`src/rtl/instr_fetch_ctrl_pkg.sv`:
```
// rtl/instr_fetch_ctrl_pkg.sv - shared constants and types for the instruction fetch sequencer
package instr_fetch_ctrl_pkg;

    localparam logic [31:0] DEF_NOP_INSTR = 32'h0000_0013;
    localparam int          ENTRY_W       = 64;

    typedef enum logic {
        ST_RUN   = 1'b0,
        ST_FAULT = 1'b1
    } fetch_state_e;

    typedef struct packed {
        logic [31:0] pc;
        logic [31:0] instr;
    } fetch_entry_t;

endpackage

```
`src/rtl/instr_fetch_ctrl_fetch_queue.sv`:
```
// rtl/instr_fetch_ctrl_fetch_queue.sv - 2-entry FIFO of {pc, instr} fetch entries, flush beats push/pop
module instr_fetch_ctrl_fetch_queue
    import instr_fetch_ctrl_pkg::*;
(
    input  logic               clk,
    input  logic               rst,
    input  logic               flush,
    input  logic               push,
    input  logic [ENTRY_W-1:0] push_data,
    input  logic               pop,
    output logic [ENTRY_W-1:0] head_data,
    output logic [1:0]         count
);

    logic [ENTRY_W-1:0] slot0;
    logic [ENTRY_W-1:0] slot1;

    assign head_data = slot0;

    always_ff @(posedge clk) begin
        if (rst || flush) begin
            count <= 2'd0;
        end else begin
            unique case ({push, pop})
                2'b10: begin
                    if (count == 2'd0) begin
                        slot0 <= push_data;
                        count <= 2'd1;
                    end else if (count == 2'd1) begin
                        slot1 <= push_data;
                        count <= 2'd2;
                    end
                end
                2'b01: begin
                    if (count != 2'd0) begin
                        slot0 <= slot1;
                        count <= count - 2'd1;
                    end
                end
                2'b11: begin
                    // Pop on an empty queue cannot happen; treat it as a plain push.
                    if (count == 2'd0) begin
                        slot0 <= push_data;
                        count <= 2'd1;
                    end else if (count == 2'd1) begin
                        slot0 <= push_data;
                    end else begin
                        slot0 <= slot1;
                        slot1 <= push_data;
                    end
                end
                default: ;
            endcase
        end
    end

endmodule

```
`src/rtl/instr_fetch_ctrl.sv`:
```
// rtl/instr_fetch_ctrl.sv - fetch PC sequencer with range fault, redirect and 2-deep decode queue
module instr_fetch_ctrl
    import instr_fetch_ctrl_pkg::*;
#(
    parameter logic [31:0] RESET_PC  = 32'h0000_0000,
    parameter int          MEM_SIZE  = 8192,
    parameter logic [31:0] NOP_INSTR = DEF_NOP_INSTR
) (
    input  logic        clk,
    input  logic        rst,
    output logic [31:0] imem_pc,
    input  logic [31:0] imem_instr,
    input  logic        redirect_valid,
    input  logic [31:0] redirect_pc,
    input  logic        id_ready,
    output logic        if_valid,
    output logic [31:0] if_pc,
    output logic [31:0] if_instr,
    output logic        fetch_fault,
    output logic [31:0] fault_pc
);

    localparam logic [30:0] MEM_WORDS = 31'(MEM_SIZE);

    fetch_state_e       state;
    fetch_state_e       state_next;
    logic [31:0]        fetch_pc;
    logic [31:0]        fetch_pc_next;
    logic               fault_next;
    logic [31:0]        fault_pc_next;
    logic [1:0]         count;
    logic [ENTRY_W-1:0] head_data;
    fetch_entry_t       head;
    logic               in_range;
    logic               fire_pop;
    logic               fire_fetch;
    logic               unused_redirect_bits;

    assign unused_redirect_bits = ^redirect_pc[1:0];

    assign head       = fetch_entry_t'(head_data);
    assign in_range   = {1'b0, fetch_pc[31:2]} < MEM_WORDS;
    assign if_valid   = (count != 2'd0);
    assign fire_pop   = if_valid & id_ready;
    assign fire_fetch = (state == ST_RUN) & ~redirect_valid & in_range
                        & ((count < 2'd2) | fire_pop);

    always_comb begin
        state_next    = state;
        fetch_pc_next = fetch_pc;
        fault_next    = fetch_fault;
        fault_pc_next = fault_pc;
        if (redirect_valid) begin
            state_next    = ST_RUN;
            fetch_pc_next = {redirect_pc[31:2], 2'b00};
            fault_next    = 1'b0;
            fault_pc_next = 32'h0;
        end else if (state == ST_RUN) begin
            if (!in_range) begin
                state_next    = ST_FAULT;
                fault_next    = 1'b1;
                fault_pc_next = fetch_pc;
            end else if (fire_fetch) begin
                fetch_pc_next = fetch_pc + 32'd4;
            end
        end
    end

    always_ff @(posedge clk) begin
        if (rst) begin
            state       <= ST_RUN;
            fetch_pc    <= RESET_PC;
            fetch_fault <= 1'b0;
            fault_pc    <= 32'h0;
        end else begin
            state       <= state_next;
            fetch_pc    <= fetch_pc_next;
            fetch_fault <= fault_next;
            fault_pc    <= fault_pc_next;
        end
    end

    // A redirect flushes the queue, dropping the word fetched this cycle.
    instr_fetch_ctrl_fetch_queue u_queue (
        .clk       (clk),
        .rst       (rst),
        .flush     (redirect_valid),
        .push      (fire_fetch),
        .push_data ({fetch_pc, imem_instr}),
        .pop       (fire_pop),
        .head_data (head_data),
        .count     (count)
    );

    assign imem_pc  = fetch_pc;
    assign if_pc    = if_valid ? head.pc : 32'h0;
    assign if_instr = if_valid ? head.instr : NOP_INSTR;

endmodule
```
`config.mk`:
```
export PLATFORM = sky130hd
export DESIGN_NAME = instr_fetch_ctrl
export DESIGN_NICKNAME = d
export VERILOG_FILES = /design/src/rtl/instr_fetch_ctrl_pkg.sv /design/src/rtl/instr_fetch_ctrl_fetch_queue.sv /design/src/rtl/instr_fetch_ctrl.sv
export SDC_FILE = /design/constraint.sdc
export NUM_CORES = 1
export LEC_CHECK = 0
export CAP_MARGIN = 40
export CORE_MARGIN = 2
export CORE_UTILIZATION = 44
export DETAILED_ROUTE_END_ITERATION = 7
export PLACE_DENSITY_LB_ADDON = 0.15
export SETUP_SLACK_MARGIN = 0.4
export SKIP_CTS_REPAIR_TIMING = 1
export SLEW_MARGIN = 30
export SYNTH_ARGS = -nofsm -noshare
export SYNTH_HDL_FRONTEND = slang
export SYNTH_SLANG_ARGS = --single-unit
```
`constraint.sdc`:
```
create_clock -name clk -period 7 [get_ports clk]
set_input_delay 1.4 -clock clk [delete_from_list [all_inputs] [get_ports clk]]
set_output_delay 1.4 -clock clk [all_outputs]
set_load 0.02 [all_outputs]
```
==> tab_implementation.tex, run 1 <==
\begin{tabular}{lr}
\hline
Metric & Value \\
\hline
\multicolumn{2}{l}{\textbf{Synthesis}} \\
\quad Distinct cell type count of the synthesized netlist & 45 \\
\quad Post-synthesis instance total & 679 \\
\quad Post-synthesis share of cell area spent on xor and xnor gates & 0.00950 \\
\quad Adder-cell share of the synthesized area & 0.00452 \\
\quad Dominant combinational cell family by area after synthesis & simple AND/OR/NAND/NOR gates \\
\quad Simple-gate share of the synthesized area & 0.175 \\
\quad Synth Register Bits & $\sim$190 \\
\quad YS warnings & 0 \\
\quad Compound-Gate Fraction of Synth Area & 0.0472 \\
\quad Combined area of all synthesized cells & a little over 8000 µm² \\
\quad Synthesized area divided by synthesized cell count & 12.2 µm² \\
\quad Sequential-to-total area share from yosys stat & 0.618 \\
\quad Multiplexer share of the synthesized area & 0.107 \\
\multicolumn{2}{l}{\textbf{Global route}} \\
\quad Via count of the first global-routing pass & 5619 \\
\quad First-pass GRT wire length & 29600 µm \\
\quad Maximum number of pins on one net before global-route repair & 66 \\
\quad Initial antenna violation count & 0 \\
\quad GRT Overall Usage & 0.189 \\
\quad Remaining global-route overflow & 0 \\
\multicolumn{2}{l}{\textbf{STA}} \\
\quad Fraction of the cycle the final worst path needs & 0.600 \\
\quad Max-slew violation total from the final report & 0 \\
\quad Final number of hold-violating endpoints & 0 \\
\quad Final setup vio count & 0 \\
\quad Worst slew pin tran & 0.822 ns \\
\quad Sum of negative setup slack & 0 ns \\
\quad Worst setup margin & 2.80 ns \\
\quad Fmax & 238 MHz \\
\quad Worst hold margin & 0.458 ns \\
\quad Minimum clock period & 4.20 ns \\
\quad Clock Skews & 0.00918 ns \\
\quad Rel. slew slack & 0.448 \\
\quad Setup repair after global routing missed its margin & no \\
\multicolumn{2}{l}{\textbf{Setup path}} \\
\quad Biggest cell delay along the critical path & about 0.62 ns \\
\quad Critical path data arrival time & 4.25 ns \\
\quad Most common cell on crit path & sky130\_fd\_sc\_hd\_\_buf\_4 \\
\quad Worst endpoint required time & around 7.1 ns \\
\quad List of cells traversed by the critical path & clkdlybuf4s50\_1 -> buf\_4 -> nor4\_1 -> and2\_1 -> a31oi\_1 -> nor2\_4 -> buf\_4 \\
\quad Top cell family by delay on the critical path & simple AND/OR/NAND/NOR gates \\
\quad CP max-delay cell & sky130\_fd\_sc\_hd\_\_buf\_4 \\
\quad Critical path buffers and inverters & 3 \\
\quad Worst Reg-to-Reg Cells & 6 \\
\quad Critical path launch point type & primary input \\
\quad Number of stages on the worst setup path & 7 \\
\quad Worst setup path category & in2reg \\
\quad Worst setup EP type & flip-flop \\
\quad CP Max Fanout & 45 \\
\multicolumn{2}{l}{\textbf{Floorplan}} \\
\quad Ports placed on the boundary & 198 \\
\quad Width of the die & 141 µm \\
\quad Number of standard-cell rows in the floorplan & 50 \\
\quad Initial core utilization & 0.447 \\
\quad Die area & 20000 µm² \\
\quad Floorplan Core Area & 18600 µm² \\
\quad Chip height & 141 µm \\
\multicolumn{2}{l}{\textbf{Clock network}} \\
\quad Number of CTS-inserted buffers & 17 \\
\quad Max H-tree Level & 4 \\
\quad Clock tree buffer depth & 2 \\
\quad CTS tree & built \\
\quad Clock-pin transition on the worst setup and hold timing paths & 0.07 ns \\
\quad Clock latency reported for the late side of the worst-skew pair & 0.42 ns \\
\quad Library cell used as clock root buffer & sky130\_fd\_sc\_hd\_\_clkbuf\_16 \\
\quad Number of sinks on the clock net & 192 \\
\multicolumn{2}{l}{\textbf{Power and ir drop}} \\
\quad Sw Ratio & 0.233 \\
\quad Clock network fraction of design power & 0.381 \\
\quad VDD IR-drop max & about 160 µV \\
\quad Logic gate share of total power & 0.085 \\
\quad Net Switching & 543 µW \\
\quad Internal cell power & $\sim$1800 µW \\
\quad Pwr per Cell Area & 214 nW/µm² \\
\quad Sequential power share & 0.535 \\
\quad Total power & 2330 µW \\
\quad Static power due to leakage & around 0.0038 µW \\
\multicolumn{2}{l}{\textbf{Cells and area}} \\
\quad Most common library cell in the layout ignoring fill and taps & sky130\_fd\_sc\_hd\_\_clkdlybuf4s50\_1 \\
\quad Highest-count cells in the layout ignoring fill and taps & sky130\_fd\_sc\_hd\_\_clkdlybuf4s50\_1, sky130\_fd\_sc\_hd\_\_edfxtp\_1, sky130\_fd\_sc\_hd\_\_nor2b\_1 \\
\quad Layout net count & between 900 and 1000 \\
\quad Fraction of layout instances using a drive strength above 1 & 0.0646 \\
\quad Synth-to-layout area growth & 31.5\% \\
\quad Diode count & 0 \\
\multicolumn{2}{l}{\textbf{Placed design}} \\
\quad Final RePlAce weighted congestion & 0.808 \\
\quad Detail Placement HPWL & 12300 µm \\
\quad Count of buffers inserted at the top-level ports & about 190 \\
\quad Worst setup timing slack at the placement stage & roughly 2.3 ns \\
\multicolumn{2}{l}{\textbf{Run}} \\
\quad Max cap viols & 0 \\
\multicolumn{2}{l}{\textbf{Route}} \\
\quad Residual antenna-violating net count after detailed routing & 0 \\
\quad Drt total wl & $\sim$19000 µm \\
\quad Violation count after the first detailed-route iteration & slightly above 300 \\
\quad Via/cell ratio & 5.04 \\
\quad Wirelength per Cell & between 15 and 20 µm \\
\quad Vias after detailed routing & 5549 \\
\quad Pre-antenna DRT Iters & 4 \\
\quad DRC errors left & 0 \\
\multicolumn{2}{l}{\textbf{Status}} \\
\quad Run status & completed \\
\multicolumn{2}{l}{\textbf{Min path}} \\
\quad Hold path depth & 2 \\
\quad HP Class & reg2reg \\
\hline
\end{tabular}
-- tightest hold or removal path, stage by stage, from the launching register on --
cell and delay, ns:
sky130_fd_sc_hd__dfxtp_1 0.31, sky130_fd_sc_hd__nand2_1 0.05, sky130_fd_sc_hd__a21oi_1 0.05
-- cell type report --
| type | instances | area [µm²] |
|---|---|---|
| Clock buffer | 21 | 450 |
| Clock inverter | 11 | 86.3 |
| Fill cell | 1527 | 7670 |
| Inverter | 10 | 37.5 |
| Multi-Input combinational cell | 432 | 2900 |
| Sequential cell | 192 | 5120 |
| Tap cell | 234 | 293 |
| Timing Repair Buffer | 201 | 2020 |
-- worst paths after layout --
| path | endpoint | slack [ns] | startpoint |
|---|---|---|---|
| worst min register to register | fault_pc[12] | 0.46 | fault_pc[12] |
| worst max register to register | u_queue.head_data[45] | 3.08 | imem_pc[25] |
| worst max-delay path | u_queue.head_data[45] | 2.80 | redirect_valid |
| worst min-delay path | fault_pc[12] | 0.46 | fault_pc[12] |
-- cell families after synthesis --
logic type	Yosys count
simple gates	273
flops	192
mux	81
compound gates	62
buf+inv	58
xor+xnor	9
fa+ha+maj	3
other cells	1
-- Yosys cell counts, drive strengths merged --
library cell  number  area, µm²
a31oi              4       25.0
and2               3       18.8
nand2             63        236
a211oi             9       67.6
o21ai              5       25.0
mux2              62        698
nor3b              1       7.51
a2111oi            2       25.0
clkbuf            30        113
a311oi             4       35.0
nand4              6       37.5
xnor2              3       26.3
a31o               1       8.76
a21o               2       22.5
a221oi             1       8.76
nand2b             2       12.5
nor4               2       27.5
conb               1       3.75
and3               2       12.5
mux2i             19        190
nor2b            123        769
nor2              45        169
nand3              8       40.0
and4               1       8.76
nor3               2       10.0
edfxtp           128       3840
inv               10       37.5
a21oi             33        165
or4                3       26.3
or3                7       43.8
nand3b             1       7.51
ha                 3       37.5
buf               18        169
xor2               6       52.6
or2                4       25.0
dfxtp             64       1280
o311ai             1       8.76
-- power groups by stage --
stage | clock network [µW] | logic [µW] | registers, µW
3_5_place_dp | 0 | 197 | 1270
6_report | 888 | 198 | 1250
2_1_floorplan | 0 | 87.9 | 1280
5_1_grt | 952 | 214 | 1250
3_3_place_gp | 0 | 192 | 1270
4_1_cts | 910 | 199 | 1250
-- metal layers --
metal / up-vias / track usage / part of all wire
met1: 2648 / 0.254 / 0.46
met3: 27 / 0.0439 / 0.052
li1: 2713 / - / -
met5: - / 0 / 0
met4: 0 / 0.0747 / 0.025
met2: 161 / 0.301 / 0.46
-- through the flow --
stage	util	instances	instance area, µm²
2_1_floorplan	-	682	8310
3_3_place_gp	0.555	1066	10300
3_5_place_dp	0.558	1069	10400
4_1_cts	0.587	1101	10900
5_1_grt	0.587	1101	10900
6_report	0.587	1101	10900
No activity file was read; power rests on OpenSTA's default activity.
==> run 2, diff against run 1 <==
clock period = 3.97 ns   (was 7 ns; I/O delays follow)
==> tab_implementation.tex, run 2 (synthesis gave the netlist of run 1 again) <==
\begin{tabular}{lr}
\hline
Metric & Value \\
\hline
\multicolumn{2}{l}{\textbf{Setup path}} \\
\quad Biggest cell delay along the critical path & 0.60 ns (was 0.62 ns) \\
\quad Worst endpoint required time & 3.18 ns (was 7.05 ns) \\
\quad Worst setup path category & reg2out (was in2reg) \\
\quad CP max-delay cell & sky130\_fd\_sc\_hd\_\_clkdlybuf4s50\_1 (was sky130\_fd\_sc\_hd\_\_buf\_4) \\
\quad CP Max Fanout & 65 (was 45) \\
\quad Worst Reg-to-Reg Cells & 6 (unchanged) \\
\quad Worst setup EP type & primary output (was flip-flop) \\
\quad List of cells traversed by the critical path & inv\_1 -> ha\_2 -> buf\_6 -> or2\_2 -> clkdlybuf4s50\_1 (was clkdlybuf4s50\_1 -> buf\_4 -> nor4\_1 -> and2\_1 -> a31oi\_1 -> nor2\_4 -> buf\_4) \\
\quad R2r startpoint & imem\_pc[21] (was imem\_pc[25]) \\
\quad Critical path launch point type & flip-flop (was primary input) \\
\quad Critical Path Start & u\_queue.count[1] (was redirect\_valid) \\
\quad Critical path data arrival time & 2.59 ns (was 4.25 ns) \\
\multicolumn{2}{l}{\textbf{Cells and area}} \\
\quad Count of placed standard cells in the final layout, fillers left out & 1106 (was 1101) \\
\quad Layout net count & 930 (was 925) \\
\quad Fraction of layout instances using a drive strength above 1 & 0.0745 (was 0.0646) \\
\quad Most common library cell in the layout ignoring fill and taps & sky130\_fd\_sc\_hd\_\_clkdlybuf4s50\_1 (unchanged) \\
\quad Highest-count cells in the layout ignoring fill and taps & sky130\_fd\_sc\_hd\_\_clkdlybuf4s50\_1, sky130\_fd\_sc\_hd\_\_edfxtp\_1, sky130\_fd\_sc\_hd\_\_nor2b\_1 (unchanged) \\
\quad Synth-to-layout area growth & 32.6\% (was 31.5\%) \\
\quad Diode count & 0 (unchanged) \\
\multicolumn{2}{l}{\textbf{Route}} \\
\quad Via/cell ratio & 5.05 (was 5.04) \\
\quad DRC errors left & 0 (unchanged) \\
\quad Residual antenna-violating net count after detailed routing & 0 (unchanged) \\
\quad Pre-antenna DRT Iters & 4 (unchanged) \\
\quad Vias after detailed routing & 5581 (was 5549) \\
\quad Wirelength per Cell & 16.4 µm (was 16.9 µm) \\
\quad Drt total wl & 18200 µm (was 18600 µm) \\
\quad Violation count after the first detailed-route iteration & 237 (was 311) \\
\multicolumn{2}{l}{\textbf{Global route}} \\
\quad Initial antenna violation count & 0 (unchanged) \\
\quad First-pass GRT wire length & 28800 µm (was 29600 µm) \\
\quad Remaining global-route overflow & 0 (unchanged) \\
\quad Via count of the first global-routing pass & 5540 (was 5619) \\
\quad Maximum number of pins on one net before global-route repair & 66 (unchanged) \\
\quad GRT Overall Usage & 0.183 (was 0.189) \\
\multicolumn{2}{l}{\textbf{Clock network}} \\
\quad Max H-tree Level & 4 (unchanged) \\
\quad Clock latency reported for the late side of the worst-skew pair & 0.42 ns (about the same) \\
\quad Clock tree buffer depth & 2 (unchanged) \\
\quad Clock-pin transition on the worst setup and hold timing paths & 0.07 ns (about the same) \\
\quad CTS tree & built (unchanged) \\
\quad Number of CTS-inserted buffers & 17 (unchanged) \\
\quad Number of sinks on the clock net & 192 (unchanged) \\
\quad Library cell used as clock root buffer & sky130\_fd\_sc\_hd\_\_clkbuf\_16 (unchanged) \\
\multicolumn{2}{l}{\textbf{STA}} \\
\quad Minimum clock period & 3.38 ns \\
\quad Final setup vio count & 0 (unchanged) \\
\quad Fraction of the cycle the final worst path needs & 0.852 \\
\quad Final number of hold-violating endpoints & 0 (unchanged) \\
\quad Fmax & 296 MHz \\
\quad Clock Skews & 0.0115 ns (was 0.00918 ns) \\
\quad Setup repair after global routing missed its margin & no (unchanged) \\
\quad Worst hold margin & 0.459 ns (was 0.458 ns) \\
\quad Max-slew violation total from the final report & 0 (unchanged) \\
\quad Sum of negative setup slack & 0 ns (unchanged) \\
\quad Rel. slew slack & 0.514 (was 0.448) \\
\quad Worst slew pin tran & 0.728 ns (was 0.822 ns) \\
\multicolumn{2}{l}{\textbf{Run}} \\
\quad Max cap viols & 0 (unchanged) \\
\multicolumn{2}{l}{\textbf{Power and ir drop}} \\
\quad Sw Ratio & 0.224 (was 0.233) \\
\quad Internal cell power & 3270 µW (was 1790 µW) \\
\quad Net Switching & 944 µW (was 543 µW) \\
\quad VDD IR-drop max & 289 µV (was 164 µV) \\
\quad Logic gate share of total power & 0.082 (was 0.085) \\
\quad Static power due to leakage & 0.00384 µW (was 0.00378 µW) \\
\quad Clock network fraction of design power & 0.396 (was 0.381) \\
\quad Pwr per Cell Area & 383 nW/µm² (was 214 nW/µm²) \\
\quad Sequential power share & 0.522 (was 0.535) \\
\multicolumn{2}{l}{\textbf{Placed design}} \\
\quad Number of placed cells counting well taps & 1074 (was 1069) \\
\quad Detail Placement HPWL & 12500 µm (was 12300 µm) \\
\quad Count of buffers inserted at the top-level ports & 191 (unchanged) \\
\quad Final RePlAce weighted congestion & 0.810 (was 0.808) \\
\multicolumn{2}{l}{\textbf{Floorplan}} \\
\quad Width of the die & 141 µm (unchanged) \\
\quad Ports placed on the boundary & 198 (unchanged) \\
\quad Die area & 20000 µm² (unchanged) \\
\quad Number of standard-cell rows in the floorplan & 50 (unchanged) \\
\quad Initial core utilization & 0.447 (unchanged) \\
\quad Chip height & 141 µm (unchanged) \\
\quad Floorplan Core Area & 18600 µm² (unchanged) \\
\multicolumn{2}{l}{\textbf{Min path}} \\
\quad Hold wc startpoint & fault\_pc[8] (was fault\_pc[12]) \\
\quad HP Class & reg2reg (unchanged) \\
\quad Hold path depth & 2 (unchanged) \\
\multicolumn{2}{l}{\textbf{Status}} \\
\quad Run status & completed (unchanged) \\
\hline
\end{tabular}
run 2: cell types whose count changed in the layout (fill, tap and decap cells not counted), sizes merged:
cell and change:
buf +5, clkinv -4, inv +3, clkbuf +2, clkinvlp -1
run 2: per-stage QoR:
stage / utilization / setup WS [ns] / power (µW) / area [µm²]
CTS: 0.592 / 0.411 / 4260 / 11000
detailed placement: 0.560 / 0.407 / 2590 / 10400
floorplan: - / 0.874 / 2410 / 8320
global placement: 0.559 / 0.477 / 2580 / 10400
finish: 0.592 / 0.589 / 4210 / 11000
global route: 0.592 / 0.417 / 4360 / 11000
run 2: worst max-delay path: cells and delay by family, from the launching register on:
family / cells / cell delay (ns)
flip-flops: 1 / 0.37
buffers and inverters: 3 / 1.20
AND/OR/NAND/NOR: 1 / 0.21
adder cells (fa/ha/maj): 1 / 0.31
run 2: final cells by class:
| cell class | instances | area (µm²) |
|---|---|---|
| Fill cell | 1524 | 7580 |
| Multi-Input combinational cell | 432 | 2900 |
| Timing Repair Buffer | 206 | 2060 |
| Clock buffer | 23 | 522 |
| Tap cell | 234 | 293 |
| Inverter | 10 | 37.5 |
| Clock inverter | 9 | 66.3 |
| Sequential cell | 192 | 5120 |
run 2: final timing paths:
path	slack, ns	end
hold reg to reg	0.46	fault_pc[8]
setup reg to reg	0.83	u_queue.head_data[26]
setup / recovery	0.59	if_instr[0]
hold / removal	0.46	fault_pc[8]
run 2: layer usage:
layer / routed length [µm] / GRT usage / up-vias
met3: 1000 / 0.0432 / 8
met4: 138 / 0.0453 / 0
met2: 8610 / 0.302 / 160
met1: 8420 / 0.247 / 2690
met5: 0 / 0 / -
li1: - / - / 2723
run 2: power by group through the flow:
stage / logic (µW) / registers, µW / clock network (µW)
5_1_grt: 374 / 2200 / 1780
6_report: 346 / 2200 / 1670
3_3_place_gp: 341 / 2240 / 0
3_5_place_dp: 347 / 2240 / 0
2_1_floorplan: 156 / 2260 / 0
4_1_cts: 350 / 2200 / 1710
==> variant (settings of run 2) <==
Make the reset (`rst`) asynchronous in one clocked block.
--- a/src/rtl/instr_fetch_ctrl.sv
+++ b/src/rtl/instr_fetch_ctrl.sv
@@ -66,7 +66,7 @@
         end
     end
 
-    always_ff @(posedge clk) begin
+    always_ff @(posedge clk or posedge rst) begin
         if (rst) begin
             state       <= ST_RUN;
             fetch_pc    <= RESET_PC;
Formal check against the unedited RTL: differs if rst is asserted again (counterexample within 4 cycles, from zero or initial values and one cycle with rst high); with rst held inactive, the same outputs for 4 cycles.
==> variant against run 2 <==
  * Critical path depth up 1
  * Sequential cell count rose by 1
  * Synthesized area grew 2.2%
  * Register-to-register slack got worse by 30 ps
  * Worst setup slack improved by 1.1 ps
  * Total power increased by 5.3%
  * Utilization is 1.2 points higher
  * Routed wire length up 4.4%
  * Cell area up 3.3%
  * Critical endpoint is now if_instr[22]
  * Largest cell class unchanged
==> variant: results <==
export IMPL_min_path_cells=2
export IMPL_grt_use_met3=0.0553
export IMPL_cellPowerDensity_nw_per_um2=390
export IMPL_holdPathEnd="fetch_fault"
export IMPL_drive_gt1_frac=0.0922
export IMPL_peakVddDrop_mv=0.301
export IMPL_gp_congestion=0.801
export IMPL_clk_pin_slew_worst_paths_ps=70
export IMPL_seq_area_frac_synth=0.644
export IMPL_dp_worst_setup_slack_ps=708
export IMPL_rr_worst_depth=8
export IMPL_drt_total_wl_mm=19.0
export IMPL_leakage_nw=3.91
export IMPL_cts_root_buffer="clkbuf_16"
export IMPL_num_vias=5589
export IMPL_startpoint="u_queue.count[1]"
export IMPL_grt_pass1_wl_mm=30.0
export IMPL_clk_path_buf_depth=2
export IMPL_grt_use_met2=0.302
export IMPL_layout_nets=904
export IMPL_hpwl_mm=12.7
export IMPL_yosysWarnings=0
export IMPL_min_from="fetch_fault"
export IMPL_drtIter0Drc=270
export IMPL_critical_path_max_fanout=25
export IMPL_grt_pass1_vias=5687
export IMPL_use_met1=0.252
export IMPL_synth_edf_count=128
export IMPL_synth_ff_type="edfxtp_1"
export IMPL_grtUsageTotal=0.190
export IMPL_n_fill_cell=1524
export IMPL_placed_cell_area_sq_um=10700
export IMPL_grt_max_degree=78
export IMPL_reg2reg_to="u_queue.slot1[20]"
export IMPL_port_buffers=193
export IMPL_cpPeakStageDelay_ps=610
export IMPL_wl_per_cell_um=17.2
export IMPL_hold_ws_ps=507
export IMPL_first_pass_iters=5
export IMPL_async_flop_share=0.326
export IMPL_max_slew_margin_rel=0.463
export IMPL_dpl_cell_count=1074
export IMPL_cts_made_buffers=17
export IMPL_post_synth_cell_area_avg_sq_um=13.1
export IMPL_diodes=0
export IMPL_synth_common_cells="edfxtp_1 (128), nor2b_1 (124), nand2_1 (69)"
export IMPL_worst_r2r_setup_slack_ps=800
export IMPL_grt_antenna_before_repair=0
export IMPL_synthTopCellsByArea="edfxtp_1 (45%), dfrtp_1 (19%), nor2b_1 (9.1%)"
export IMPL_clock_latency_ps=430
export IMPL_status="completed"
export IMPL_fin_worst_skew_ps=12.1
export IMPL_crit_path_top_delay_cell="clkdlybuf4s50_1"
export IMPL_fin_setup_tns_ps=0
[variant: changes by cell type after synthesis, moves of 13 or more]
cell,delta
dfrtp_1,+63
mux2i_1,-15
dfxtp_1,-62
nor2_1,-28
mux2_2,+13
o21ai_1,+13
[variant: cell type report]
| type | instances | area share |
|---|---|---|
| multi-input cells | 406 | 0.248 |
| repair buffers | 208 | 0.186 |
| inverters | 7 | 0.00231 |
| flip-flops and latches | 193 | 0.480 |
| clock buffers | 24 | 0.0474 |
| clock inverters | 8 | 0.00738 |
| well taps | 260 | 0.0286 |
[variant: report_power, final]
| group | total, mW | internal, mW | switching (mW) |
|---|---|---|---|
| clock | 1.77 | 1.03 | 0.744 |
| sequential | 2.27 | 2.19 | 0.0766 |
| combinational | 0.398 | 0.217 | 0.181 |
| total | 4.43 | 3.43 | 1.00 |
[variant: critical path: cells and delay by family (launching register included)]
kind	cells	cell delay (ps)
buffers and inverters	4	1190
and+or+nand+nor	1	120
DFF	1	470
adders and majority gates	1	360
[variant: how the worst max path moves through the flow]
stage,end,slack (ps),cells after the start
6_report,if_instr[22],590,6
4_1_cts,if_instr[29],540,6
5_1_grt,if_instr[22],410,6
2_1_floorplan,u_queue.head_data[0],680,6
3_5_place_dp,u_queue.slot1[28],710,6
3_3_place_gp,u_queue.slot1[26],800,6
[variant: metal layers]
metal | routed length (um) | share of wire | vias to the layer above
met2 | 8720 | 0.46 | 189
li1 | - | - | 2640
met3 | 1310 | 0.069 | 22
met5 | 0 | 0 | -
met1 | 8620 | 0.45 | 2738
met4 | 324 | 0.017 | 0
[variant: cell families after synthesis]
group           count (synthesis)  synth area share
flops                         193             0.644
xor+xnor                       12            0.0124
compound gates                 57            0.0394
mux                            83             0.110
buf+inv                        47            0.0295
other cells                     1          0.000442
fa+ha+maj                       3           0.00443
simple gates                  249             0.160
